### src/rtl/imm_decode_if.sv
// imm_decode_if: fetch-to-execute bundle for the immediate decode stage.
// Ports: in_* (valid/ready instruction + PC from IF), out_* (valid/ready decoded entry to EX).
// slave = the decode stage itself, master = the IF/EX side driving/consuming it.
interface imm_decode_if;
  logic        in_valid;
  logic        in_ready;
  logic [31:0] in_instr;
  logic [31:0] in_pc;
  logic        out_valid;
  logic        out_ready;
  logic [31:0] out_instr;
  logic [31:0] out_pc;
  logic [31:0] out_imm;
  logic [2:0]  out_type;
  logic        out_illegal;

  modport slave (
    input  in_valid, in_instr, in_pc, out_ready,
    output in_ready, out_valid, out_instr, out_pc, out_imm, out_type, out_illegal
  );

  modport master (
    output in_valid, in_instr, in_pc, out_ready,
    input  in_ready, out_valid, out_instr, out_pc, out_imm, out_type, out_illegal
  );
endinterface

### src/rtl/imm_decode_stage.sv
// imm_decode_stage: RV32I ID-stage immediate decoder behind a 2-entry skid buffer.
// Ports: clk, rst_n (async active-low), flush (sync), bus (imm_decode_if.slave).
// Latency accept->out_valid is 1 cycle; in_ready is a flop, so EX ready never reaches IF combinationally.
module imm_decode_stage #(
  parameter int XLEN = 32
) (
  input  logic         clk,
  input  logic         rst_n,
  input  logic         flush,
  imm_decode_if.slave  bus
);

  localparam logic [2:0] RTYPE = 3'd0;
  localparam logic [2:0] ITYPE = 3'd1;
  localparam logic [2:0] STYPE = 3'd2;
  localparam logic [2:0] BTYPE = 3'd3;
  localparam logic [2:0] UTYPE = 3'd4;
  localparam logic [2:0] JTYPE = 3'd5;

  localparam logic [1:0] ST_EMPTY = 2'd0;
  localparam logic [1:0] ST_ONE   = 2'd1;
  localparam logic [1:0] ST_FULL  = 2'd2;

  typedef struct packed {
    logic [XLEN-1:0] pc;
    logic [XLEN-1:0] instr;
    logic [XLEN-1:0] imm;
    logic [2:0]      typ;
    logic            illegal;
  } entry_t;

  entry_t     mem [2];
  entry_t     dec;
  logic       head;
  logic       wr_idx;
  logic [1:0] state;
  logic [1:0] next_state;
  logic       ready_q;
  logic       accept;
  logic       pop;

  assign accept = bus.in_valid & ready_q;
  assign pop    = (state != ST_EMPTY) & bus.out_ready;

  // Decode straight from the incoming word so the entry is complete when written.
  always_comb begin
    logic [31:0] i;
    i           = bus.in_instr;
    dec         = '0;
    dec.pc      = bus.in_pc;
    dec.instr   = i;
    dec.typ     = RTYPE;
    dec.illegal = 1'b0;
    case (i[6:0])
      7'b0110111, 7'b0010111: begin
        dec.typ = UTYPE;
        dec.imm = {i[31:12], 12'b0};
      end
      7'b1101111: begin
        dec.typ = JTYPE;
        dec.imm = {{12{i[31]}}, i[19:12], i[20], i[30:21], 1'b0};
      end
      7'b1100111, 7'b0000011, 7'b0010011: begin
        dec.typ = ITYPE;
        dec.imm = {{21{i[31]}}, i[30:20]};
      end
      7'b0100011: begin
        dec.typ = STYPE;
        dec.imm = {{21{i[31]}}, i[30:25], i[11:7]};
      end
      7'b1100011: begin
        dec.typ = BTYPE;
        dec.imm = {{20{i[31]}}, i[7], i[30:25], i[11:8], 1'b0};
      end
      7'b0110011: begin
        dec.typ = RTYPE;
      end
      default: begin
        dec.illegal = 1'b1;
      end
    endcase
  end

  always_comb begin
    next_state = state;
    case (state)
      ST_EMPTY: if (accept) next_state = ST_ONE;
      ST_ONE: begin
        if (accept && !pop)      next_state = ST_FULL;
        else if (pop && !accept) next_state = ST_EMPTY;
      end
      ST_FULL:  if (pop) next_state = ST_ONE;
      default:  next_state = ST_EMPTY;
    endcase
    if (flush) next_state = ST_EMPTY;
  end

  // With one entry held, the new word goes behind the head. On accept+pop in ONE
  // the head pointer moves onto that slot, so the new word becomes head.
  assign wr_idx = (state == ST_ONE) ? ~head : head;

  always_ff @(posedge clk or negedge rst_n) begin
    if (!rst_n) begin
      state   <= ST_EMPTY;
      ready_q <= 1'b0;
      head    <= 1'b0;
      mem[0]  <= '0;
      mem[1]  <= '0;
    end else begin
      state   <= next_state;
      ready_q <= (next_state != ST_FULL);
      if (pop) head <= ~head;
      // A word offered during flush is discarded, never written.
      if (accept && !flush) mem[wr_idx] <= dec;
    end
  end

  assign bus.in_ready    = ready_q;
  assign bus.out_valid   = (state != ST_EMPTY);
  assign bus.out_instr   = mem[head].instr;
  assign bus.out_pc      = mem[head].pc;
  assign bus.out_imm     = mem[head].imm;
  assign bus.out_type    = mem[head].typ;
  assign bus.out_illegal = mem[head].illegal;

endmodule

### src/flat_wrapper.sv
// flat-port wrapper written by rule: the top's interface ports become plain ports
module imm_decode_stage_flat 
#(
  parameter int XLEN = 32
)
  (clk, rst_n, flush, bus_in_valid, bus_in_instr, bus_in_pc, bus_out_ready, bus_in_ready, bus_out_valid, bus_out_instr, bus_out_pc, bus_out_imm, bus_out_type, bus_out_illegal);
  imm_decode_if bus_i ();
  input  logic clk;
  input  logic rst_n;
  input  logic flush;
  input wire logic [$bits(bus_i.in_valid)-1:0] bus_in_valid;
  input wire logic [$bits(bus_i.in_instr)-1:0] bus_in_instr;
  input wire logic [$bits(bus_i.in_pc)-1:0] bus_in_pc;
  input wire logic [$bits(bus_i.out_ready)-1:0] bus_out_ready;
  output wire logic [$bits(bus_i.in_ready)-1:0] bus_in_ready;
  output wire logic [$bits(bus_i.out_valid)-1:0] bus_out_valid;
  output wire logic [$bits(bus_i.out_instr)-1:0] bus_out_instr;
  output wire logic [$bits(bus_i.out_pc)-1:0] bus_out_pc;
  output wire logic [$bits(bus_i.out_imm)-1:0] bus_out_imm;
  output wire logic [$bits(bus_i.out_type)-1:0] bus_out_type;
  output wire logic [$bits(bus_i.out_illegal)-1:0] bus_out_illegal;
  assign bus_i.in_valid = bus_in_valid;
  assign bus_i.in_instr = bus_in_instr;
  assign bus_i.in_pc = bus_in_pc;
  assign bus_i.out_ready = bus_out_ready;
  assign bus_in_ready = bus_i.in_ready;
  assign bus_out_valid = bus_i.out_valid;
  assign bus_out_instr = bus_i.out_instr;
  assign bus_out_pc = bus_i.out_pc;
  assign bus_out_imm = bus_i.out_imm;
  assign bus_out_type = bus_i.out_type;
  assign bus_out_illegal = bus_i.out_illegal;
  imm_decode_stage #(.XLEN(XLEN)) u_core (.clk(clk), .rst_n(rst_n), .flush(flush), .bus(bus_i));
endmodule
### config.mk
export PLATFORM = sky130hd
export DESIGN_NAME = imm_decode_stage_flat
export DESIGN_NICKNAME = d
export VERILOG_FILES = /design/src/rtl/imm_decode_if.sv /design/src/rtl/imm_decode_stage.sv /design/src/flat_wrapper.sv
export SDC_FILE = /design/constraint.sdc
export NUM_CORES = 1
export LEC_CHECK = 0
export CAP_MARGIN = 10
export CORE_ASPECT_RATIO = 1.5
export CORE_MARGIN = 5
export CORE_UTILIZATION = 53
export DETAILED_ROUTE_END_ITERATION = 6
export PLACE_DENSITY = 0.81
export SKIP_CTS_REPAIR_TIMING = 1
export SLEW_MARGIN = 30
export SYNTH_ARGS = -nofsm -noshare
export SYNTH_HDL_FRONTEND = slang
export SYNTH_SLANG_ARGS = --single-unit
export TNS_END_PERCENT = 10
### constraint.sdc
create_clock -name clk -period 2.13 [get_ports clk]
set_input_delay 0.639 -clock clk [delete_from_list [all_inputs] [get_ports clk]]
set_output_delay 0.639 -clock clk [all_outputs]
set_load 0.05 [all_outputs]
# [Word-level counts from Yosys, hierarchy flattened]
# Cells that the tools add are included.
[totals] ff_bits=204 input_bits=69 word_cells=61
[op_classes] magnitude_cmp=3 n_eq_ne=12 n_mux=16 bitwise_logic=5 n_reduce_logical=12
[ops] op="two-way mux 100 bit" n=4
[ops] op="bitwise mux 200 bit" n=1
[ops] op="case mux 32 bit (5 select lines)" n=1
[ops] op="demux 100 bit (select 1 bit)" n=1
[ops] op="== test 7 x 6 -> 1 bit (second input constant)" n=3
[ops] op="== test 7 bit (second input constant)" n=3
[ops] op="case mux 3 bit (5 select lines)" n=1
[ops] op="== test 7 x 5 -> 1 bit (second input constant)" n=2
[ops] op="two-way mux 2 bit" n=5
[ops] op="OR reduction 9 bit" n=1
[ops] op="== test 7 x 2 -> 1 bit (second input constant)" n=1
[ops] op="case mux 2 bit (3 select lines)" n=1
[ops] op="greater-or-equal comparator 2 bit (second input constant)" n=2
[ops] op="logical AND 1 bit" n=4
[ops] op="inverter 1 -> 2 bit" n=2
[ops] op="logical NOT 1 bit" n=3
[ops] op="OR reduction 3 bit" n=1
[ops] op="bitwise AND 1 bit" n=2
[ops] op="== test 2 x 1 -> 1 bit (second input constant)" n=1
[ops] op="== test 2 bit (second input constant)" n=1
[ops] op="logical NOT 2 bit" n=1
[ops] op="< comparator 2 x 1 -> 1 bit (second input constant)" n=1
[ops] op="two-way mux 1 bit" n=2
[ops] op="inequality test 2 bit (second input constant)" n=1
[ops] op="3 further kinds" n=3

# [Depth between registers and ports, before layout]
[logic_depth] word_depth=8 ltp_mapped=7 mapped_depth_nobuf=4

# [Least setup slack after synthesis]
# Ideal clock, no wire load.
[synth_path] path_type="reg-to-reg" from="register u_core.ready_q, in the netlist u_core.bus.in_ready" to="register u_core.mem[32] in the netlist's numbering" setup_time_ps=125 t_arrival_ps=1945 t_required_ps=2005 path_slack_ps=61 stages_incl_launch_ff=8 cell_sequence="dfrtp_1 nand2_1 or2_0 clkbuf_1 nor2_1 buf_4 buf_4 mux2_2"
[synth_between] elab_chain_cells=2
[synth_rtl] element="start: declaration" line="imm_decode_stage.sv:38" text="logic ready_q;"
[synth_rtl] element="start signal: assignment" line="imm_decode_stage.sv:111" text="ready_q <= (next_state != ST_FULL);"
[synth_rtl] element="bitwise AND 1 bit" line="imm_decode_stage.sv:42" text="assign accept = bus.in_valid & ready_q;"
[synth_rtl] element="logical AND 1 bit" line="imm_decode_stage.sv:114" text="if (accept && !flush) mem[wr_idx] <= dec;"
[synth_rtl] element="end: declaration" line="imm_decode_stage.sv:32" text="entry_t mem [2];"
# Every way passes these cells.
# A chain may end at the register's enable or synchronous reset.

# [Worst setup path in the final report]
[layout_path] from="register u_core.head" to="output bus_out_pc[9]"
[layout_between] elab_chain_cells=4
[layout_rtl] element="start: declaration" line="imm_decode_stage.sv:34" text="logic head;"
[layout_rtl] element="start signal: assignment" line="imm_decode_stage.sv:112" text="if (pop) head <= ~head;"
[layout_rtl] element="inverter 1 -> 2 bit (implied by the code)" line="imm_decode_stage.sv:121" text="assign bus.out_pc = mem[head].pc;"
[layout_rtl] element="two-way mux 100 bit"
[layout_rtl] element="two-way mux 100 bit (implied by the code)" line="imm_decode_stage.sv:121"
[layout_rtl] element="two-way mux 100 bit"
[layout_rtl] element="end: declaration" line="flat_wrapper.sv:18" text="output wire logic [$bits(bus_i.out_pc)-1:0] bus_out_pc;"
# Every way passes these cells. The select of a mux whose other input is x is not followed.

==> metrics.md <==
| Metric | Value |
|---|---|
| RSZ-0062 raised after global routing | `true` |
| Synth top area cells | `dfrtp_1 (54%), mux2_2 (25%), mux2_1 (7.7%)` |
| IO Pins | `between 150 and 200` |
| First-pass GRT wire length | `38300 um` |
| Rows | `slightly below 60` |
| Largest net degree at the start of global routing | `56` |
| Area Growth Syn to Fin | `32.7%` |
| Failing checks | `negative setup slack` |
| Most frequent cell after synthesis | `mux2_2` |
| Placed Cells | `approximately 1100` |
| N_diodes | `0` |
| Yosys cell types | `45` |
| Final Slew Violations | `0` |
| Skew final | `0.0207 ns` |
| Crit end category | `output port` |
| DIE AREA | `approximately 21000 um^2` |
| Routed WL per cell | `around 21 um` |
| Vias per cell | `5.71` |
| Sequential share of the synthesized area | `0.543` |
| Net Sw Frac | `0.421` |
| Crit path largest cell delay | `~0.42 ns` |
| Crit Path Category | `reg -> out` |
| Total power | `21100 uW` |
| Flop pwr share | `0.293` |
| Arrival time at the worst endpoint | `approximately 1.8 ns` |
| Final wirelength | `23700 um` |
| Detailed placer's ending HPWL | `16900 um` |
| Worst Hold Class | `in -> async` |
| Initial antenna violation count | `0` |
| Syn Nets | `between 700 and 800` |
| CTS Root Cell | `clkbuf_16` |
| Layout cells sized above 1 | `0.467` |
| Clock sink count | `approximately 200` |
| Mapped cell area | `9400 um^2` |
| CTS tree | `built` |
| Antenna-violating nets left | `0` |
| CP Launch Type | `flop` |
| Crit path max fanout | `21` |
| Vert. Die Dim | `173 um` |
| CP max-delay cell | `dfrtp_4` |
| Drt pass-1 iters | `4` |
| Grt ovf | `0` |
| Max Clock Freq | `a little over 0.4 GHz` |
| Setup TNS | `-25.26 ns` |
| Critical Path RT | `about 1.5 ns` |
| Maximum VDD drop | `~1.5 mV` |
| Vias in the first global route | `approximately 7300` |
| Share of flip-flops with an asynchronous set or reset | `1.00` |
| Hold slack | `0.0598 ns` |
| Initial Util | `0.539` |
| NetSw | `slightly below 9000 uW` |
| Starting DRT DRC Count | `~270` |
| Chip Width | `between 100 and 150 um` |
| CP Cell Sequence | `buf_12, buf_12, mux2_2, buf_4` |
| Worst skew pair latency | `0.50 ns` |
| LEAKAGE | `0.00564 uW` |
| Cell count after synthesis | `676` |
| Non-Filler Instances | `1116` |
| Commonest cells in the netlist | `mux2_2 (208), dfrtp_1 (204), mux2_1 (64), o21ai_0 (34), nand2_1 (22)` |
| TritonCTS Buffers | `21` |
| Setup violators final | `100` |
| PwrDens | `between 1500 and 2000 nW/um^2` |
| Clock slew at reported path FFs | `roughly 0.06 ns` |
| Total core area | `roughly 17000 um^2` |
| Proportion of power drawn by combinational gates | `0.537` |
| Placer Congestion | `between 0.8 and 0.9` |
| Fin util | `0.716` |
| Seq cells post-synth | `about 200` |
| Internal power | `12200 uW` |
| Clock power share | `0.170` |
| Least-Margin Pin Slew | `~0.45 ns` |
| Tmin final | `about 2.4 ns` |
| Total of max-cap violations | `0` |
| Crit path top cell by count | `buf_12` |
| Most used flip-flop cell after synthesis | `dfrtp_1` |
| Final hold vios | `0` |
| Synth top area share | `0.543` |
| Status | `finished with violations` |
| Buffers on Ports | `170` |
| Post-synth EDFFs | `0` |
| Layout net count | `958` |
| Yosys synthesis warning count | `0` |
| Drc violations | `0` |
| CTS Buffer Depth | `3` |
| Dominant cell type by area after synthesis | `dfrtp_1` |
| Avg Inst Size Synth | `~14 um^2` |
| Final period util | `1.14` |
| Worst slew margin | `0.699` |
| H-tree level count | `1` |
| Via count | `approximately 6400` |
| Setup WS post-layout | `-0.291 ns` |
| GRT Overall Usage | `0.227` |
-- per-stage QoR --
step / setup slack [ns] / instance area, um^2
after floorplan: 0.0608 / 9400
after global placement: -0.353 / 11500
after detailed placement: -0.428 / 11500
after CTS: -0.433 / 12200
after global routing: -0.335 / 12500
final: -0.291 / 12500
-- power groups by stage --
stage | combinational [uW] | sequential (uW) | clock (uW)
floorplan | 7680 | 5900 | 0
global placement | 10400 | 6120 | 0
detailed placement | 10600 | 6290 | 0
CTS | 10700 | 6230 | 3680
global route | 11900 | 6340 | 3820
finish | 11400 | 6190 | 3600
-- final cells by class --
class                           instances  area [um^2]
Sequential cell                       204         5110
Fill cell                            1197         4950
Multi-Input combinational cell        421         4030
Timing Repair Buffer                  234         2380
Clock buffer                           27          558
Tap cell                              213          267
Clock inverter                         10          108
Inverter                                7         26.3
-- critical path, delay by kind of cell (launching register included) --
family,cells,cell delay [ns]
DFF,1,0.42
muxes,1,0.35
buffers and inverters,3,0.50
-- registers in the layout, summed over array words and instances, names as in the netlist --
register and cells:
u_core.state 2, u_core.bus.in_ready 1, u_core.mem 200, u_core.head 1
-- cell families (layout without fill, tap and decap cells) --
kind of cell | Yosys count | count (layout) | synth area share
muxes | 273 | 273 | 0.327
buffers and inverters | 51 | 278 | 0.0308
and+or+nand+nor | 80 | 80 | 0.0463
xor gates and xnor gates | 4 | 4 | 0.00453
AOI/OAI and AO/OA | 64 | 64 | 0.0482
DFF | 204 | 204 | 0.543
-- layer usage --
metal  vias to the layer above  wire [um]  track usage
met4                         0        757       0.0942
met5                         -          0            0
met3                        41       1520       0.0480
li1                       2850          -            -
met1                      3267       8580        0.257
met2                       209      12800        0.410
-- final timing paths --
kind	cells past startpoint	from	end	slack, ns
setup / recovery	4	u_core.head	bus_out_pc[9]	-0.29
hold / removal	1	rst_n	u_core.mem[175]	0.06
setup reg to reg	6	u_core.head	u_core.mem[48]	0.16
hold reg to reg	1	u_core.mem[81]	u_core.mem[81]	0.48
max in group asynchronous	2	rst_n	u_core.mem[126]	1.36
min in group clk	1	u_core.mem[81]	u_core.mem[81]	0.48
-- cells in the final DEF, fill, tap and decap left out, types with 3 or more instances in the layout --
master,count
dfrtp_1,203
buf_12,16
nand3_1,21
nor2_1,8
o21ai_0,34
clkdlybuf4s50_1,67
clkbuf_1,5
nand2_1,22
nor2b_1,3
buf_6,63
clkinv_2,6
inv_1,7
a2bb2oi_1,17
mux2_1,64
buf_4,85
mux2_2,207
nand2b_1,5
clkbuf_16,21
No activity file was read; power rests on OpenSTA's default activity.
